==> src/rtl/if_stage.sv <==
// ---------------------------------------------------------------------------
// if_stage -- instruction-fetch stage feeding the decode stage.
//
// Holds the architectural fetch PC, issues at most one outstanding request to
// instruction memory, buffers one returned instruction while decode is
// stalled, and presents a registered (pc, inst, valid) triple to ID.
// Redirects come from the pipeline controller (flush_i/new_pc_i, highest
// priority after reset) and from taken branches resolved in ID.
//
// Ports:
//   clk              clock
//   rst              synchronous active-high reset, overrides everything
//   stall_i[6:0]     controller stall vector; [0] holds PC / request issue,
//                    [1] holds the IF output register, upper bits unused here
//   flush_i          controller flush, redirect to new_pc_i
//   new_pc_i         flush target
//   branch_flag_i    taken branch/jump from ID
//   branch_target_i  branch target
//   inst_req_o       fetch request valid (combinational)
//   inst_addr_o      fetch address (always the current fetch PC)
//   inst_ready_i     memory accepts the request this cycle
//   inst_valid_i     response valid
//   inst_data_i      response instruction
//   if_pc_o          PC of the instruction presented to ID
//   if_inst_o        instruction presented to ID
//   if_valid_o       if_pc_o / if_inst_o are valid
// ---------------------------------------------------------------------------
module if_stage #(
  parameter logic [31:0] RESET_PC = 32'h0000_0000,
  parameter logic [31:0] PC_STEP  = 32'h0000_0004
) (
  input  logic        clk,
  input  logic        rst,
  input  logic [6:0]  stall_i,
  input  logic        flush_i,
  input  logic [31:0] new_pc_i,
  input  logic        branch_flag_i,
  input  logic [31:0] branch_target_i,
  output logic        inst_req_o,
  output logic [31:0] inst_addr_o,
  input  logic        inst_ready_i,
  input  logic        inst_valid_i,
  input  logic [31:0] inst_data_i,
  output logic [31:0] if_pc_o,
  output logic [31:0] if_inst_o,
  output logic        if_valid_o
);

  // IDLE: nothing outstanding; WAIT: one request accepted, response pending;
  // HOLD: response parked in the buffer while ID is stalled.
  typedef enum logic [1:0] {
    ST_IDLE = 2'b00,
    ST_WAIT = 2'b01,
    ST_HOLD = 2'b10
  } state_e;

  // Sequential PC advance; 32-bit arithmetic wraps modulo 2^32 on its own.
  function automatic logic [31:0] pc_advance(input logic [31:0] pc);
    return pc + PC_STEP;
  endfunction

  state_e      state_r;
  state_e      state_nxt_s;
  logic [31:0] pc_r;
  logic [31:0] pc_nxt_s;
  logic [31:0] req_pc_r;
  logic [31:0] req_pc_nxt_s;
  logic        discard_r;
  logic        discard_nxt_s;
  logic [31:0] buf_pc_r;
  logic [31:0] buf_inst_r;
  logic        buf_load_s;
  logic        out_load_s;
  logic [31:0] out_pc_s;
  logic [31:0] out_inst_s;
  logic [31:0] if_pc_r;
  logic [31:0] if_inst_r;
  logic        if_valid_r;
  logic        redirect_s;
  logic [31:0] redirect_pc_s;
  logic        inst_req_s;
  logic        accept_s;
  logic        unused_stall_s;

  // Upper stall bits belong to later stages.
  assign unused_stall_s = ^stall_i[6:2];

  // Resolve the redirect source: flush beats a same-cycle branch.
  always_comb begin
    if (flush_i) begin
      redirect_s    = 1'b1;
      redirect_pc_s = new_pc_i;
    end else if (branch_flag_i) begin
      redirect_s    = 1'b1;
      redirect_pc_s = branch_target_i;
    end else begin
      redirect_s    = 1'b0;
      redirect_pc_s = pc_r;
    end
  end

  // A request only goes out from IDLE, never during a redirect cycle (the new
  // target is fetched the cycle after) and never while reset is asserted.
  assign inst_req_s = !rst && (state_r == ST_IDLE) && !stall_i[0] && !redirect_s;
  assign accept_s   = inst_req_s && inst_ready_i;

  // Next-state, next-PC and output/buffer load decisions.
  always_comb begin
    state_nxt_s   = state_r;
    pc_nxt_s      = pc_r;
    req_pc_nxt_s  = req_pc_r;
    discard_nxt_s = discard_r;
    buf_load_s    = 1'b0;
    out_load_s    = 1'b0;
    out_pc_s      = req_pc_r;
    out_inst_s    = inst_data_i;
    case (state_r)
      ST_IDLE: begin
        if (redirect_s) begin
          pc_nxt_s = redirect_pc_s;
        end else if (accept_s) begin
          state_nxt_s  = ST_WAIT;
          pc_nxt_s     = pc_advance(pc_r);
          req_pc_nxt_s = pc_r;
        end else begin
          state_nxt_s = ST_IDLE;
        end
      end
      ST_WAIT: begin
        if (inst_valid_i) begin
          // The response always closes the outstanding request; it is
          // dropped if it belongs to a killed path (earlier or this cycle).
          state_nxt_s   = ST_IDLE;
          discard_nxt_s = 1'b0;
          if (redirect_s) begin
            pc_nxt_s = redirect_pc_s;
          end else begin
            pc_nxt_s = pc_r;
          end
          if (discard_r || redirect_s) begin
            buf_load_s = 1'b0;
            out_load_s = 1'b0;
          end else if (stall_i[1]) begin
            buf_load_s  = 1'b1;
            state_nxt_s = ST_HOLD;
          end else begin
            out_load_s = 1'b1;
            out_pc_s   = req_pc_r;
            out_inst_s = inst_data_i;
          end
        end else if (redirect_s) begin
          // Response still in flight: remember to throw it away on arrival.
          discard_nxt_s = 1'b1;
          pc_nxt_s      = redirect_pc_s;
        end else begin
          state_nxt_s = ST_WAIT;
        end
      end
      ST_HOLD: begin
        if (redirect_s) begin
          state_nxt_s = ST_IDLE;
          pc_nxt_s    = redirect_pc_s;
        end else if (!stall_i[1]) begin
          state_nxt_s = ST_IDLE;
          out_load_s  = 1'b1;
          out_pc_s    = buf_pc_r;
          out_inst_s  = buf_inst_r;
        end else begin
          state_nxt_s = ST_HOLD;
        end
      end
      default: begin
        state_nxt_s   = ST_IDLE;
        discard_nxt_s = 1'b0;
      end
    endcase
  end

  // Fetch control state, PC and captured request PC.
  always_ff @(posedge clk) begin
    if (rst) begin
      state_r   <= ST_IDLE;
      pc_r      <= RESET_PC;
      req_pc_r  <= 32'h0000_0000;
      discard_r <= 1'b0;
    end else begin
      state_r   <= state_nxt_s;
      pc_r      <= pc_nxt_s;
      req_pc_r  <= req_pc_nxt_s;
      discard_r <= discard_nxt_s;
    end
  end

  // One-entry skid buffer; occupancy is implied by the HOLD state.
  always_ff @(posedge clk) begin
    if (rst) begin
      buf_pc_r   <= 32'h0000_0000;
      buf_inst_r <= 32'h0000_0000;
    end else if (buf_load_s) begin
      buf_pc_r   <= req_pc_r;
      buf_inst_r <= inst_data_i;
    end else begin
      buf_pc_r   <= buf_pc_r;
      buf_inst_r <= buf_inst_r;
    end
  end

  // IF/ID output register: redirect kills, stall holds, otherwise bubble.
  always_ff @(posedge clk) begin
    if (rst) begin
      if_pc_r    <= 32'h0000_0000;
      if_inst_r  <= 32'h0000_0000;
      if_valid_r <= 1'b0;
    end else if (redirect_s) begin
      if_valid_r <= 1'b0;
    end else if (out_load_s) begin
      if_pc_r    <= out_pc_s;
      if_inst_r  <= out_inst_s;
      if_valid_r <= 1'b1;
    end else if (stall_i[1]) begin
      if_valid_r <= if_valid_r;
    end else begin
      if_valid_r <= 1'b0;
    end
  end

  assign inst_req_o  = inst_req_s;
  assign inst_addr_o = pc_r;
  assign if_pc_o     = if_pc_r;
  assign if_inst_o   = if_inst_r;
  assign if_valid_o  = if_valid_r;

endmodule
==> config.mk <==
export PLATFORM = sky130hd
export DESIGN_NAME = if_stage
export DESIGN_NICKNAME = d
export VERILOG_FILES = /design/src/rtl/if_stage.sv
export SDC_FILE = /design/constraint.sdc
export NUM_CORES = 1
export LEC_CHECK = 0
export ABC_CLOCK_PERIOD_IN_PS = 2100
export CORE_ASPECT_RATIO = 0.8
export CORE_UTILIZATION = 35
export DETAILED_ROUTE_END_ITERATION = 8
export DONT_BUFFER_PORTS = 1
export SYNTH_ARGS = -nofsm -noshare
export SYNTH_HDL_FRONTEND = slang
export SYNTH_SLANG_ARGS = --single-unit
==> constraint.sdc <==
create_clock -name clk -period 2.1 [get_ports clk]
set_input_delay 0.315 -clock clk [delete_from_list [all_inputs] [get_ports clk]]
set_output_delay 0.315 -clock clk [all_outputs]
set_load 0.005 [all_outputs]
# [Word-level counts from Yosys, hierarchy flattened]
# Cells that the tools add are included.
[op_classes] n_addsub=1 n_mul=0 div=0 order_cmp=0 n_eq_ne=8 shifts=0 mux=34 n_bitwise=2 n_reduce_logical=18
[ops] cell="32-bit 2-to-1 mux" count=9
[ops] cell="32-bit case mux with 2 select lines" count=1
[ops] cell="32-bit by 3-bit adder with 32-bit output, second input constant" count=1
[ops] cell="1-bit 2-to-1 mux" count=15
[ops] cell="2-bit 2-to-1 mux" count=6
[ops] cell="3-bit != test, second input constant" count=3
[ops] cell="2-bit case mux with 3 select lines" count=1
[ops] cell="2-bit AND reduction" count=3
[ops] cell="3-bit AND reduction" count=2
[ops] cell="2-bit OR reduction" count=3
[ops] cell="1-bit logical AND" count=4
[ops] cell="2-bit by 1-bit != test with 1-bit output, second input constant" count=2
[ops] cell="1-bit case mux with 2 select lines" count=2
[ops] cell="1-bit zero test" count=3
[ops] cell="2-bit by 1-bit equality test with 1-bit output, second input constant" count=1
[ops] cell="2-bit equality test, second input constant" count=1
[ops] cell="2-bit zero test" count=1
[ops] cell="2-bit != test, second input constant" count=1
[ops] cell="1-bit inverter" count=2
[ops] cell="2-bit nonzero test" count=1
[ops] cell="1-bit logical OR" count=1
[word_totals] regBits=196 latchBits=0 mem_bits_rw=0 romBits=0 word_cells=72 mem_count=0

# [Logic depth before layout (Yosys ltp)]
# Gate-level depths: netlist of the first run.
[depth] word_depth=8 ltp_mapped=9 mapped_depth_nobuf=7

# [Least setup slack after synthesis of the first run]
# Ideal clock, no wire load.
[synth_path] kind="reg2reg" start="reg state_r[0]" end="reg pc_r[17] (netlist: inst_addr_o[17])" setup_ns=0.117 t_arrival_ns=2.173 required_time_ns=1.983 slack_ns=-0.191 stages_incl_launch_ff=8 path_buffers=1 synth_period_minus_slack_ns=2.291 cell_sequence="dfxtp_1 > inv_1 > ha_1 > or4b_1 > a31oi_1 > buf_2 > o21ai_0 > a32o_1"
[synth_between] elab_chain_len=7
[synth_rtl] item="from (decl)" line_no="62" source="state_e state_r;"
[synth_rtl] item="from (signal assigned)" line_no="187" source="state_r <= state_nxt_s;"
[synth_rtl] item="2-bit zero test" line_no="104, 117"
[synth_rtl] item="1-bit logical AND (3 in series)" line_no="104" source="assign inst_req_s = !rst && (state_r == ST_IDLE) && !stall_i[0] && !redirect_s;"
[synth_rtl] item="1-bit logical AND" line_no="105" source="assign accept_s = inst_req_s && inst_ready_i;"
[synth_rtl] item="3-bit != test (no source line)"
[synth_rtl] item="3-bit AND reduction (no source line)"
[synth_rtl] item="to (signal assigned)" line_no="188" source="pc_r <= pc_nxt_s;"
[synth_rtl] item="to (decl)" line_no="64" source="logic [31:0] pc_r;"
# Parallel ways exist; a longest one is shown, timed or not.
# A chain may end at the register's enable or synchronous reset.

# [Worst setup path after layout of the first run]
[layout_path] start="reg state_r[0]" end="reg pc_r[27] (netlist: inst_addr_o[27])"
# The elaborated chain is that of the path after synthesis.

==> flow_summary.json, run 1 <==
{
  "run_status": "finished with violations",
  "violations": "hold timing, setup timing",
  "worstPathBufferInverterCount": 3,
  "pwr_density_cell_nw_per_um2": 694,
  "cp.required_ps": 2490,
  "grt_start_max_net_pins": 192,
  "grt_pass1_vias": 7428,
  "maxCapViolCount": 0,
  "core-area_um2": 24700,
  "switching_power_uw": 1980,
  "wirelength_um": 26500,
  "cpMaxStageDelayCell": "or4b_4",
  "fin_ws_ps": -4.52,
  "grt_pass1_wl_um": 41400,
  "syn_to_final_growth_pct": 21.7,
  "cp_cell_sequence": "inv_2 -> ha_4 -> or4b_4 -> a31o_4 -> buf_6 -> buf_4 -> o21ai_0 -> and3_4",
  "synth_edf_count": 0,
  "switching_share_pct": 26.1,
  "leakage_uw": 0.00419,
  "slew_headroom_pct": 65.8,
  "comb_power_share_pct": 6.6,
  "vias_per_cell": 5.45,
  "place.gp.congestion": 0.861,
  "synth_seq_area_share_pct": 43.8,
  "drtAntennaViolNets": 0,
  "first_pass_iters": 5,
  "startpoint_type": "flip-flop",
  "start_util_pct": 36.2,
  "cp.arrival_ps": 2490,
  "synth.cell_area_um2": 8950,
  "pin_count": 207,
  "place_ws_ps": -90.9,
  "end_kind": "flip-flop",
  "setup_tns_ps": -4.52,
  "rsz0062_at_grt": "yes",
  "yosysWarnings": 0,
  "grtUsageTotal_pct": 19.8,
  "cts_tree": "done",
  "worst_path_dominant_cell_family": "simple AND/OR/NAND/NOR gates",
  "cts.sinks": 196,
  "first_iter_violations": 458,
  "dr.max_layer_used": "met4",
  "antenna_cells": 0,
  "power.internal_uw": 5580,
  "die_area_um2": 26200,
  "std_cell_rows": 51,
  "die_x_um": 181,
  "dp_hpwl_um": 17700,
  "port-buffer-count": 0,
  "criticalPathCategory": "reg -> reg",
  "crit_path_max_fanout": 5,
  "layout_commonest_cell": "nand2_1",
  "maxSlewViolCount": 0,
  "layout.nets": 1275,
  "htreeDepth": 4,
  "async_flop_share_pct": 0,
  "wl_met3_um": 2030,
  "die_h_um": 145,
  "power_frac_seq_pct": 50.9,
  "clk_latency_ps": 450,
  "tightest_slew_ps": 512,
  "final_cell_mix": "nand2_1, dfxtp_1, a21oi_1, nor2_1, a211oi_1",
  "vdd_drop_max_mv": 0.570,
  "postLayoutCoreUtil_pct": 44.1,
  "drc_errors": 0,
  "synth_area_per_cell_um2": 7.96,
  "post_route_cells_drive_above_1_share_pct": 12.7,
  "fin_crit_ps": 2100,
  "hold_viol": 29,
  "vias": 8126,
  "hold_path.class": "in -> reg",
  "fmax_mhz": 475,
  "m1WireLength_um": 12400,
  "finalCritPeriodShare_pct": 100,
  "setup_viol": 1,
  "numCtsBuffers": 17,
  "clkTransAtPathRegs_ps": 70,
  "synthDistinctLibCells": 58,
  "syn_nets": 1239,
  "holdWs_ps": -60.4,
  "total_power_uw": 7560,
  "grt.overflow.total": 0,
  "ctsLongestPathBuffers": 2,
  "wl_per_cell_um": 17.8,
  "synth_seq_cells": 196,
  "wl_met2_um": 11900,
  "syn_inst": 1125,
  "antenna_found_initial": 0,
  "synth_ff_type": "dfxtp_1",
  "fin_skew_ps": 13.1,
  "root_buffer": "clkbuf_16",
  "p_clk_share_pct": 42.5,
  "max_stage_delay_ps": 510
}
==> cells by family after synthesis <==
group | after synthesis | synth area share (%)
simple gates | 436 | 21.5
compound gates | 304 | 21.1
flops | 196 | 43.8
buf+inv | 113 | 4.96
mux | 68 | 7.62
fa+ha+maj | 5 | 0.699
xor+xnor | 3 | 0.294
==> state kept, by name, indices dropped and copies added (netlist names) <==
signal and cells:
state_r 2, discard_r 1, if_valid_o 1, if_inst_o 32, req_pc_r 32, buf_inst_r 32, inst_addr_o 32, buf_pc_r 32
if_pc_o 32
==> final cells by class <==
cell class	count	area, um^2
fill	2440	13800
multi-input combinational	816	4760
sequential	196	3930
timing repair buffer	119	1200
clock buffer	17	425
tap	318	398
clock inverter	14	140
inverter	11	41.3
==> per-layer routing <==
metal,GRT usage (%),vias to the layer above
li1,-,4050
met4,4.49,0
met3,6.12,21
met1,27.1,3833
met5,0,-
met2,30.3,222
==> path summary, 6_finish.rpt <==
| kind | start | end | slack, ps | depth (start not counted) |
|---|---|---|---|---|
| worst min register to register | buf_inst_r[31] | buf_inst_r[31] | 450 | 2 |
| worst max-delay path | state_r[0] | inst_addr_o[27] | -5 | 8 |
| worst min-delay path | rst | inst_addr_o[1] | -60 | 1 |
| worst max register to register | state_r[0] | inst_addr_o[27] | -5 | 8 |
==> per-stage QoR <==
| stage | area, um^2 | std cells |
|---|---|---|
| after floorplan | 8980 | 1125 |
| after global placement | 9740 | 1416 |
| after detailed placement | 9740 | 1416 |
| after CTS | 10700 | 1486 |
| after global routing | 10900 | 1491 |
| final | 10900 | 1491 |
==> power groups by stage <==
| stage | Combinational, uW | Sequential [uW] | Clock, uW |
|---|---|---|---|
| final | 502 | 3850 | 3210 |
| after global routing | 543 | 3850 | 3440 |
| after CTS | 473 | 3840 | 3310 |
| after detailed placement | 453 | 3930 | 0 |
| after global placement | 448 | 3930 | 0 |
| after floorplan | 351 | 3910 | 0 |
==> cell usage after synthesis (all sizes together) (3+ instances only) <==
library cell,count,area share [%]
nand2,245,10
dfxtp,196,44
a21oi,143,8.0
nor2,89,3.7
clkbuf,78,3.3
a211oi,71,6.0
mux2i,67,7.5
o21ai,36,2.0
buf,24,1.2
nand3,14,0.78
nor3,14,0.78
nand4,12,0.91
inv,10,0.42
nor2b,9,0.63
o211ai,9,0.75
nor4,8,0.63
and3b,7,0.68
nor3b,7,0.59
o221ai,7,0.68
and3,6,0.42
a31oi,5,0.35
a32o,5,0.56
ha,5,0.70
nand3b,5,0.42
nand2b,4,0.28
a211o,3,0.29
and4,3,0.29
xor2,3,0.29
==> repair_timing <==
action,in CTS,in global routing
buffers inserted,4,3
hold buffers,35,2
setup endpoints to repair,22,47
endpoints found under the hold margin,182,146
gates cloned,0,1
resized for setup,10,20
pin swaps,6,6
(Power assumes the default switching activity.)
==> run 2, diff against run 1 <==
CORE_UTILIZATION = 49   (was 35)
PLACE_DENSITY = 0.66   (was default)
==> run 2 against run 1 <==
Compared with the run above:
- the flow finishes with violations (hold timing)
- worst hold slack better by 17 ps
- clock power rose by 3%
- power is 0.66% higher
- via count shrank 0.81%
- die area fell by 28%
- maximum frequency up 0.42%
- global-route usage is 6.3 points higher
- sequential cell count unchanged
==> flow_summary.json, run 2 (synthesis gave the netlist of run 1 again) <==
{
  "run_status": "finished with violations",
  "violations": "hold timing",
  "end_kind": "flip-flop",
  "maxCapViolCount": 0,
  "grtUsageTotal_pct": 26.1,
  "place.gp.congestion": 0.921,
  "hold_path.class": "in -> reg",
  "pin_count": 207,
  "cts.sinks": 196,
  "die_x_um": 153,
  "fin_skew_ps": 11.9,
  "tightest_slew_ps": 629,
  "numCtsBuffers": 17,
  "grt.overflow.total": 0,
  "dp_hpwl_um": 16300,
  "placed_area_um2": 9550,
  "hold_viol": 10,
  "layout_commonest_cell": "nand2_1",
  "post_route_cells_drive_above_1_share_pct": 12.6,
  "vias": 8060,
  "setup_tns_ps": 0,
  "antenna_found_initial": 0,
  "die_area_um2": 18800,
  "port-buffer-count": 0,
  "vias_per_cell": 5.77,
  "grt_pass1_vias": 7219,
  "root_buffer": "clkbuf_16",
  "crit_path_max_fanout": 8,
  "setup_viol": 0,
  "drtAntennaViolNets": 0,
  "finalCritPeriodShare_pct": 99.8,
  "wirelength_um": 25400,
  "cts_tree": "done",
  "core-area_um2": 17600,
  "holdWs_ps": -43.6,
  "antenna_cells": 0,
  "grt_start_max_net_pins": 192,
  "cp.arrival_ps": 2400,
  "layout.nets": 1272,
  "cp.required_ps": 2400,
  "fin_area_um2": 10700,
  "pwr_density_cell_nw_per_um2": 710,
  "criticalPathCategory": "reg -> reg",
  "ctsLongestPathBuffers": 2,
  "leakage_uw": 0.00418,
  "fin_crit_ps": 2100,
  "first_iter_violations": 728,
  "vdd_drop_max_mv": 0.407,
  "n_fill_cell": 1572,
  "wl_per_cell_um": 18.2,
  "rsz0062_at_grt": "yes",
  "drc_errors": 0,
  "syn_to_final_growth_pct": 19.8,
  "htreeDepth": 4,
  "fmax_mhz": 477,
  "clkTransAtPathRegs_ps": 70,
  "clk_latency_ps": 430,
  "postLayoutCoreUtil_pct": 61.0,
  "grt_pass1_wl_um": 39000,
  "maxSlewViolCount": 0,
  "final_cell_mix": "nand2_1, dfxtp_1, a21oi_1, nor2_1, mux2i_1",
  "startpoint_type": "flip-flop",
  "std_cell_rows": 43,
  "die_h_um": 123,
  "first_pass_iters": 5,
  "slew_headroom_pct": 57.8,
  "start_util_pct": 50.9
}
==> run 2: report_power, final <==
group | switching [uW] | total (uW) | internal (uW)
clock | 1480 | 3300 | 1820
combinational | 253 | 474 | 222
sequential | 71.2 | 3840 | 3770
total | 1800 | 7610 | 5810
==> run 2: final cells by class <==
cell class / instances / area [um^2] / share of cell area, %
Multi-Input combinational cell: 816 / 4720 / 44.0
Clock buffer: 20 / 447 / 4.17
Timing Repair Buffer: 116 / 1160 / 10.8
Sequential cell: 196 / 3930 / 36.6
Inverter: 11 / 41.3 / 0.385
Tap cell: 225 / 282 / 2.63
Clock inverter: 12 / 144 / 1.34
==> run 2: through the flow <==
step,worst slack [ps],power (uW),instances
floorplan,16.5,4260,1125
global placement,-60.4,4360,1320
detailed placement,-69.2,4360,1320
CTS,2.83,7630,1387
global route,-58.8,7860,1396
finish,4.35,7610,1396
==> run 2: path summary, 6_finish.rpt <==
path / start / to / slack (ps) / depth (start not counted)
max: state_r[0] / inst_addr_o[10] / 4 / 9
min: rst / inst_addr_o[28] / -40 / 1
max reg2reg: state_r[0] / inst_addr_o[10] / 4 / 9
min reg2reg: buf_inst_r[3] / buf_inst_r[3] / 450 / 2
==> run 2: metal layers <==
| layer | wire length, um | up-vias | track usage (%) |
|---|---|---|---|
| met5 | 0 | - | 0 |
| met4 | 281 | 0 | 6.44 |
| met3 | 2170 | 19 | 7.89 |
| met2 | 10900 | 296 | 38.3 |
| met1 | 12100 | 3727 | 37.2 |
| li1 | - | 4018 | - |
==> run 2: what timing repair did <==
item	CTS	global route
cloned	1	4
gates resized for setup	5	22
endpoints found under the hold margin	182	21
setup buffers	0	4
hold buffers	34	1
pin swaps	3	5
endpoints found under the setup margin	14	68
==> run 2: critical path, stage by stage (launching register included) <==
cell and delay [ps]:
dfxtp_2 330, inv_2 50, ha_4 230, or4b_4 520
a31o_4 260, buf_4 170, buf_6 140, a21oi_1 100
nand2b_1 110, a21oi_1 60
==> run 3, diff against run 2 <==
CTS_BUF_LIST = sky130_fd_sc_hd__clkbuf_8   (was default)
GPL_TIMING_DRIVEN = 1   (was default)
==> run 3 against run 2 <==
Compared with the run above:
- the flow finishes with violations (hold timing, setup timing)
- via count is 2.9% higher
- sequential power about the same
- maximum frequency fell by 0.63%
- power down 9.5%
- register-to-register slack barely moved
- final area up 1.2%
- clock-buffer cell count fell by 2
- combinational power up 13%
- highest routed layer unchanged
==> flow_summary.json, run 3 (synthesis gave the netlist of run 1 again) <==
{
  "grt_pass1_wl_um": 38700,
  "holdWs_ps": -34.6,
  "power_frac_seq_pct": 55.8,
  "cp.required_ps": 2450,
  "drtAntennaViolNets": 0,
  "criticalPathCategory": "reg -> reg",
  "place.gp.congestion": 0.921,
  "start_util_pct": 50.9,
  "ctsLongestPathBuffers": 2,
  "die_x_um": 153,
  "grt_start_max_net_pins": 192,
  "violations": "hold timing, setup timing",
  "fin_skew_ps": 14.2,
  "grtUsageTotal_pct": 25.9,
  "clk_latency_ps": 470,
  "fin_crit_ps": 2110,
  "maxCapViolCount": 0,
  "dp_hpwl_um": 16300,
  "vdd_drop_max_mv": 0.412,
  "antenna_cells": 0,
  "place_ws_ps": -69.2,
  "grt.overflow.total": 0,
  "port-buffer-count": 0,
  "run_status": "finished with violations",
  "fin_area_um2": 10900,
  "std_cell_rows": 43,
  "clkTransAtPathRegs_ps": 100,
  "die_area_um2": 18800,
  "slew_headroom_pct": 58.9,
  "hold_path.class": "in -> reg",
  "comb_power_share_pct": 7.8,
  "hold_viol": 16,
  "maxSlewViolCount": 0,
  "total_power_uw": 6890,
  "post_route_cells_drive_above_1_share_pct": 12.7,
  "postLayoutCoreUtil_pct": 61.7,
  "end_kind": "flip-flop",
  "grt_pass1_vias": 7165,
  "antenna_found_initial": 0,
  "wl_per_cell_um": 18.2,
  "wirelength_um": 25800,
  "pwr_density_cell_nw_per_um2": 635,
  "root_buffer": "clkbuf_8",
  "first_iter_violations": 743,
  "switching_power_uw": 1750,
  "switching_share_pct": 25.4,
  "leakage_uw": 0.00425,
  "htreeDepth": 4,
  "rsz0062_at_grt": "yes",
  "cp.arrival_ps": 2460,
  "setup_viol": 1,
  "setup_tns_ps": -8.88,
  "startpoint_type": "flip-flop",
  "p_clk_share_pct": 36.4,
  "fmax_mhz": 474,
  "finalCritPeriodShare_pct": 100,
  "crit_path_max_fanout": 6,
  "vias": 8290,
  "fin_ws_ps": -8.88,
  "layout_commonest_cell": "nand2_1",
  "tightest_slew_ps": 613,
  "die_h_um": 123,
  "numCtsBuffers": 17,
  "drc_errors": 0,
  "pin_count": 207,
  "syn_to_final_growth_pct": 21.2,
  "layout.nets": 1298,
  "vias_per_cell": 5.83,
  "cts_tree": "done",
  "power.internal_uw": 5140,
  "placed_area_um2": 9550,
  "final_cell_mix": "nand2_1, dfxtp_1, a21oi_1, nor2_1, mux2i_1",
  "first_pass_iters": 5,
  "cts.sinks": 196,
  "core-area_um2": 17600
}
[run 3: metrics by stage]
step / hold slack [ps] / cells
detailed placement: 407 / 1320
global placement: 402 / 1320
floorplan: 436 / 1125
finish: -34.6 / 1422
global route: -73.0 / 1422
CTS: -105 / 1388
[run 3: layer usage]
layer  share of wire, %  global-route usage, %  up-vias
met5                  0                      0        -
met1                 47                   37.1     3850
met2                 43                   37.6      340
li1                   -                      -     4076
met4                1.4                   7.32        0
met3                9.1                   7.68       24
[run 3: repair_timing]
item | CTS | global route
setup endpoints to repair | 14 | 76
gates resized for setup | 5 | 32
hold buffers | 34 | 23
buffers inserted | 1 | 6
pin swaps | 3 | 8
hold endpoints to repair | 182 | 60
cloned | 1 | 5
[run 3: critical path: stages (launching register included)]
cell and delay (ps):
dfxtp_2 340, inv_2 50, ha_4 230, or4b_4 520, a31o_4 270, buf_6 130, a221o_1 280, o21ai_1 80
a31oi_1 90
[run 3: area by class of cell]
type,count,area [um^2]
tap,225,282
timing repair buffer,142,1470
clock buffer,18,248
multi-input combinational,816,4740
fill,1569,6740
sequential,196,3930
inverter,11,41.3
clock inverter,14,151
[run 3: power by group through the flow]
| stage | logic (uW) | registers, uW | clock network (uW) |
|---|---|---|---|
| 2_1_floorplan | 351 | 3910 | 0 |
| 3_3_place_gp | 433 | 3920 | 0 |
| 3_5_place_dp | 436 | 3920 | 0 |
| 4_1_cts | 464 | 3840 | 2530 |
| 5_1_grt | 583 | 3850 | 2690 |
| 6_report | 537 | 3840 | 2510 |
[run 3: path summary, 6_finish.rpt]
kind / from / to / slack, ps / cells after the start
worst min-delay path: inst_data_i[23] / buf_inst_r[23] / -30 / 2
worst max-delay path: state_r[1] / inst_addr_o[26] / -9 / 8
worst min register to register: buf_inst_r[30] / buf_inst_r[30] / 460 / 2
worst max register to register: state_r[1] / inst_addr_o[26] / -9 / 8
